**config.mk**
```make
export PLATFORM = sky130hd
export DESIGN_NAME = mtimer_sched
export DESIGN_NICKNAME = d
export VERILOG_FILES = /design/src/rtl/mtimer_sched.sv
export SDC_FILE = /design/constraint.sdc
export NUM_CORES = 2
export LEC_CHECK = 0
export CAP_MARGIN = 5
export CORE_AREA = 2 2 303 245
export CTS_CLUSTER_DIAMETER = 200
export DETAILED_ROUTE_END_ITERATION = 12
export DIE_AREA = 0 0 305 247
export GPL_TIMING_DRIVEN = 1
export PLACE_DENSITY_LB_ADDON = 0.1
export SYNTH_ARGS = -nofsm -noshare
export SYNTH_HDL_FRONTEND = slang
export SYNTH_SLANG_ARGS = --single-unit
```
**constraint.sdc**
```tcl
create_clock -name clk -period 13.5 [get_ports clk]
set_clock_uncertainty 0.15 [all_clocks]
set_input_delay 2.7 -clock clk [delete_from_list [all_inputs] [get_ports clk]]
set_output_delay 2.7 -clock clk [all_outputs]
set_load 0.005 [all_outputs]
```
**src/rtl/mtimer_sched.sv**
```systemverilog
// mtimer_sched: multiplexes N deadline slots onto the single 64-bit mtimercmp
// register of a machine-timer AXI slave. The compare value is always updated
// low-word-to-all-ones first, then the high word, then the low word, so it never
// transiently falls below min(old, new) and cannot raise an early interrupt.

package mtimer_sched_pkg;
   typedef struct packed {
      logic [3:0]  awid;
      logic [31:0] awaddr;
      logic [7:0]  awlen;
      logic [2:0]  awsize;
      logic [1:0]  awburst;
      logic        awvalid;
      logic [31:0] wdata;
      logic [3:0]  wstrb;
      logic        wlast;
      logic        wvalid;
      logic        bready;
      logic        arvalid;
      logic        rready;
   } s_axi_mosi_t;

   typedef struct packed {
      logic        awready;
      logic        wready;
      logic [1:0]  bresp;
      logic        bvalid;
   } s_axi_miso_t;

   localparam logic [1:0] AXI_BURST_INCR = 2'b01;
   localparam logic [1:0] AXI_RESP_OKAY  = 2'b00;
endpackage

module mtimer_sched
   import mtimer_sched_pkg::*;
#(
   parameter int          N_SLOTS   = 4,
   parameter logic [31:0] BASE_ADDR = 32'h0,
   parameter logic [3:0]  AXI_TID   = 4'h0
) (
   input  logic                       clk,
   input  logic                       rst,
   input  logic                       arm_valid_i,
   output logic                       arm_ready_o,
   input  logic [$clog2(N_SLOTS)-1:0] arm_slot_i,
   input  logic [63:0]                arm_time_i,
   input  logic [N_SLOTS-1:0]         cancel_i,
   input  logic                       mtimer_irq_i,
   output logic [N_SLOTS-1:0]         expired_o,
   output logic [N_SLOTS-1:0]         pending_o,
   output logic                       busy_o,
   output logic                       err_o,
   output s_axi_mosi_t                axi_mosi,
   input  s_axi_miso_t                axi_miso
);

   localparam int             SW         = $clog2(N_SLOTS);
   localparam logic [SW:0]    SLOT_LIMIT = (SW+1)'(N_SLOTS);
   localparam logic [63:0]    CMP_MAX    = 64'hFFFF_FFFF_FFFF_FFFF;

   typedef enum logic [1:0] {ST_IDLE, ST_WR0, ST_WR1, ST_WR2} state_t;

   state_t               state_r, state_s;
   logic [N_SLOTS-1:0]   valid_r, valid_s;
   logic [63:0]          deadline_r [N_SLOTS];
   logic [63:0]          deadline_s [N_SLOTS];
   logic [63:0]          cur_cmp_r, cur_cmp_s;
   logic [63:0]          tgt_r, tgt_s;
   logic                 aw_done_r, aw_done_s;
   logic                 w_done_r, w_done_s;
   logic                 err_r, err_s;
   logic [N_SLOTS-1:0]   expired_r, expired_s;
   s_axi_mosi_t          mosi_r, mosi_s;

   logic [63:0]          target_s;
   logic [N_SLOTS-1:0]   due_s;
   logic                 arm_fire_s;
   logic                 b_fire_s;

   assign arm_fire_s = arm_valid_i && (state_r == ST_IDLE) && ({1'b0, arm_slot_i} < SLOT_LIMIT);
   // The response only counts once both request channels of this write have handshaken.
   assign b_fire_s   = aw_done_r && w_done_r && axi_miso.bvalid;

   // Earliest valid deadline, and slots already covered by the programmed compare value.
   always_comb begin
      target_s = CMP_MAX;
      due_s    = '0;
      for (int k = 0; k < N_SLOTS; k++) begin
         target_s = (valid_r[k] && (deadline_r[k] < target_s)) ? deadline_r[k] : target_s;
         due_s[k] = valid_r[k] && (deadline_r[k] <= cur_cmp_r);
      end
   end

   // Next-state, slot table and write-sequence control.
   always_comb begin
      state_s    = state_r;
      valid_s    = valid_r;
      deadline_s = deadline_r;
      cur_cmp_s  = cur_cmp_r;
      tgt_s      = tgt_r;
      err_s      = err_r;
      expired_s  = '0;
      aw_done_s  = aw_done_r | (mosi_r.awvalid & axi_miso.awready);
      w_done_s   = w_done_r  | (mosi_r.wvalid  & axi_miso.wready);

      case (state_r)
         ST_IDLE: begin
            if (mtimer_irq_i && (due_s != '0)) begin
               expired_s = due_s;
               valid_s   = valid_r & ~due_s;
            end else if (target_s != cur_cmp_r) begin
               tgt_s     = target_s;
               state_s   = ST_WR0;
               aw_done_s = 1'b0;
               w_done_s  = 1'b0;
            end else begin
               state_s   = ST_IDLE;
            end
            // A re-arm lands after the expiry clear so a fresh deadline survives.
            if (arm_fire_s) begin
               valid_s[arm_slot_i]    = 1'b1;
               deadline_s[arm_slot_i] = arm_time_i;
            end else begin
               valid_s = valid_s;
            end
         end
         ST_WR0: begin
            if (b_fire_s) begin
               err_s     = err_r | (axi_miso.bresp != AXI_RESP_OKAY);
               state_s   = ST_WR1;
               aw_done_s = 1'b0;
               w_done_s  = 1'b0;
            end else begin
               state_s   = ST_WR0;
            end
         end
         ST_WR1: begin
            if (b_fire_s) begin
               err_s     = err_r | (axi_miso.bresp != AXI_RESP_OKAY);
               state_s   = ST_WR2;
               aw_done_s = 1'b0;
               w_done_s  = 1'b0;
            end else begin
               state_s   = ST_WR1;
            end
         end
         ST_WR2: begin
            if (b_fire_s) begin
               err_s     = err_r | (axi_miso.bresp != AXI_RESP_OKAY);
               cur_cmp_s = tgt_r;
               state_s   = ST_IDLE;
               aw_done_s = 1'b0;
               w_done_s  = 1'b0;
            end else begin
               state_s   = ST_WR2;
            end
         end
         default: begin
            state_s = ST_IDLE;
         end
      endcase

      // Cancel overrides everything, including a same-cycle arm.
      valid_s = valid_s & ~cancel_i;
   end

   // AXI request for the next cycle, derived from the next sequence state.
   always_comb begin
      mosi_s         = '0;
      mosi_s.awid    = AXI_TID;
      mosi_s.awlen   = 8'd0;
      mosi_s.awsize  = 3'd2;
      mosi_s.awburst = AXI_BURST_INCR;
      mosi_s.wstrb   = 4'hF;
      mosi_s.wlast   = 1'b1;
      mosi_s.bready  = 1'b1;
      mosi_s.arvalid = 1'b0;
      mosi_s.rready  = 1'b0;
      mosi_s.awvalid = (state_s != ST_IDLE) && !aw_done_s;
      mosi_s.wvalid  = (state_s != ST_IDLE) && !w_done_s;
      case (state_s)
         ST_WR0: begin
            mosi_s.awaddr = BASE_ADDR + 32'h8;
            mosi_s.wdata  = 32'hFFFF_FFFF;
         end
         ST_WR1: begin
            mosi_s.awaddr = BASE_ADDR + 32'hC;
            mosi_s.wdata  = tgt_s[63:32];
         end
         ST_WR2: begin
            mosi_s.awaddr = BASE_ADDR + 32'h8;
            mosi_s.wdata  = tgt_s[31:0];
         end
         default: begin
            mosi_s.awaddr = 32'h0;
            mosi_s.wdata  = 32'h0;
         end
      endcase
   end

   // State and output registers with synchronous active-low reset.
   always_ff @(posedge clk) begin
      if (!rst) begin
         state_r   <= ST_IDLE;
         valid_r   <= '0;
         for (int k = 0; k < N_SLOTS; k++) begin
            deadline_r[k] <= 64'h0;
         end
         cur_cmp_r <= CMP_MAX;
         tgt_r     <= CMP_MAX;
         aw_done_r <= 1'b0;
         w_done_r  <= 1'b0;
         err_r     <= 1'b0;
         expired_r <= '0;
         mosi_r    <= '0;
      end else begin
         state_r    <= state_s;
         valid_r    <= valid_s;
         deadline_r <= deadline_s;
         cur_cmp_r  <= cur_cmp_s;
         tgt_r      <= tgt_s;
         aw_done_r  <= aw_done_s;
         w_done_r   <= w_done_s;
         err_r      <= err_s;
         expired_r  <= expired_s;
         mosi_r     <= mosi_s;
      end
   end

   assign arm_ready_o = (state_r == ST_IDLE);
   assign busy_o      = (state_r != ST_IDLE);
   assign pending_o   = valid_r;
   assign expired_o   = expired_r;
   assign err_o       = err_r;
   assign axi_mosi    = mosi_r;

endmodule
```
==> flow_summary.ini <==
[outcome]
status = completed

[synthesis]
netlist_instances = 3736
ys_ff_latch = 434
synth_area_sq_um = 30200
ys_warn_count = 0
synth-main-ff-cell = dfxtp_1
async_reset_ff_share_pct = 0
synth-edff-count = 0
synth_cell_type_count = 73
avgSynthCellArea_sq_um = 8.09
yosysSeqAreaShare_pct = 28.8

[run]
max-cap-violations = 0

[floorplanning]
dieHeight_um = 247
die_w_um = 305
start_util_pct = 41.5
row_count = 89
core_sq_um = 72700
io_pins = 181
die_area_sq_um = 75300

[timing]
relSlewSlack_pct = 26.6
timing_hold_violations_final = 0
max_freq_ghz = 0.0764
fin_crit_sh_pct = 97.0
finalSetupViolCount = 0
min_period_ns = 13.09
worst_pin_slew_ns = 1.10
slew_viol_final = 0

[drt]
drt_first_pass_iters = 6
vias_per_cell = 6.06
drcViolationCount = 0
vias = 29300
initialDrtViolationCount = 3936
wl_per_cell_um = 27.4
ant_nets = 0
routed_wl_mm = 132

[pwr]
ir_drop_mv = 0.0934
leakage_nw = 16.5
p_per_area_nw_per_um2 = 94.8

[setup_path]
crit_path_end_kind = flop
critPathMaxFanout = 37
critical-path-top-delay-family = compound AO/OA/AOI/OAI gates
max_stage_delay_ns = 0.73
startpoint_type = flop
critPathKind = reg -> reg
path_buf_inv = 13
critPathRequiredTime_ns = 13.84
slowest_stage = a21oi_1
cp.arrival_ns = 13.44
crit_top_cell = buf_4

[layout]
stdcell_count = 4840
num_antenna_cells = 0
final_common_cell = nand2_1
layout_common_cells = 746 x nand2_1, 441 x ha_1, 432 x dfxtp_1
nets = 4365
drive_gt1_share_pct = 7.34
synthToLayoutAreaGrowth_pct = 14.6
postLayoutCoreUtil_pct = 47.6
design_area_sq_um = 34600

[global_routing]
grt.total_usage_pct = 34.1
grt_pass1_vias = 26100
grt_pass1_wl_mm = 188
grt_max_degree = 215
antenna_found_initial = 0
globalRoute.totalOverflow = 0

[place]
dpl-instance-area_sq_um = 32700
dpl.hpwl_mm = 103
gp_congestion = 1.07
dp_cells = 4737
io_buffer_count = 133

[clock_network]
clkLatencyLatePin_ns = 0.64
clockBufferDepth = 3
cts_tree = yes
path_clk_slew_ns = 0.06
h-tree-depth = 2
cts-buffers-inserted = 49
clock-root-buffer = clkbuf_16
clock-sinks = 434

[hold_path]
worst_hold_path_type = reg -> reg
==> Yosys cell counts (all sizes together) (7+ instances only) <==
cell	count	area, sq um
a211oi	24	185
o21ai	175	887
nor4	24	165
and2	9	56.3
a21oi	184	925
o22ai	32	200
o31a	8	70.1
a21boi	259	1940
xor2	17	149
a221oi	13	114
o221ai	36	315
nand4	113	707
mux2i	83	835
dfxtp	434	8690
o21a	42	315
mux2	34	383
nand2b	41	257
o211ai	87	653
nor2	186	708
xnor2	31	272
o211a	10	100
inv	157	589
ha	441	5520
or2	11	68.8
clkbuf	147	552
a31oi	8	50.1
nor3	30	150
and3	10	62.6
a21o	91	683
or4	7	52.6
nand3	25	125
o31ai	7	52.6
nand2	749	2810
nor2b	40	250
a2111oi	7	61.3
buf	90	608
==> cell families after synthesis <==
| group | count (synthesis) | share of synthesized area, % |
|---|---|---|
| simple gates | 1268 | 18.5 |
| compound gates | 1032 | 23.2 |
| flops | 434 | 28.8 |
| buf+inv | 394 | 5.79 |
| other cells | 1 | 0.0124 |
| fa+ha+maj | 442 | 18.3 |
| mux | 117 | 4.03 |
| xor+xnor | 48 | 1.39 |
==> layout make-up <==
| class | instances | area (sq um) |
|---|---|---|
| fill | 7262 | 38100 |
| clock buffer | 67 | 1430 |
| sequential | 434 | 8690 |
| multi-input combinational | 2958 | 20100 |
| timing repair buffer | 245 | 2310 |
| clock inverter | 24 | 259 |
| inverter | 157 | 589 |
| tap | 955 | 1190 |
==> registers in the layout, indices dropped and copies added, names as in the netlist <==
register / cells
pending_o: 4
deadline_r: 256
cur_cmp_r: 64
aw_done_r: 1
w_done_r: 1
expired_o: 4
axi_mosi: 37
state_r: 2
tgt_r: 64
err_o: 1
==> per-layer routing <==
layer	track usage (%)	routed length, um	part of all wire [%]
met1	53.5	63700	48
met2	44.1	47900	36
met3	8.30	16300	12
met4	10.6	4520	3.4
met5	0	0	0
==> final timing paths <==
kind / cells after the start / slack (ns) / from / endpoint
min: 1 / 0.31 / err_o / err_o
min reg2reg: 1 / 0.31 / err_o / err_o
max: 53 / 0.41 / deadline_r[213] / axi_mosi[15]
max reg2reg: 53 / 0.41 / deadline_r[213] / axi_mosi[15]
==> repair_timing <==
action / CTS / global route
cloned: 0 / 5
buffers inserted: 0 / 7
hold buffers: 0 / 0
endpoints found under the setup margin: 83 / 102
gates resized for setup: 4 / 30
pin swaps: 0 / 4
==> metrics by stage <==
stage               setup slack, ns  hold WS [ns]  setup TNS [ns]  total power [mW]
floorplan                      1.12         0.299               0              1.63
global placement             -0.156         0.299           -2.91              1.85
detailed placement           -0.188         0.303           -7.82              1.84
CTS                          0.0253         0.318               0              3.27
global route                -0.0152         0.354         -0.0730              3.37
finish                        0.406         0.311               0              3.28
==> power breakdown <==
group	switching (mW)	internal (mW)	total, mW	leakage (nW)
Clock	0.623	0.820	1.44	0.820
Combinational	0.282	0.177	0.458	12.1
Sequential	0.0561	1.32	1.38	3.53
Power figures use the tool's default switching activity.
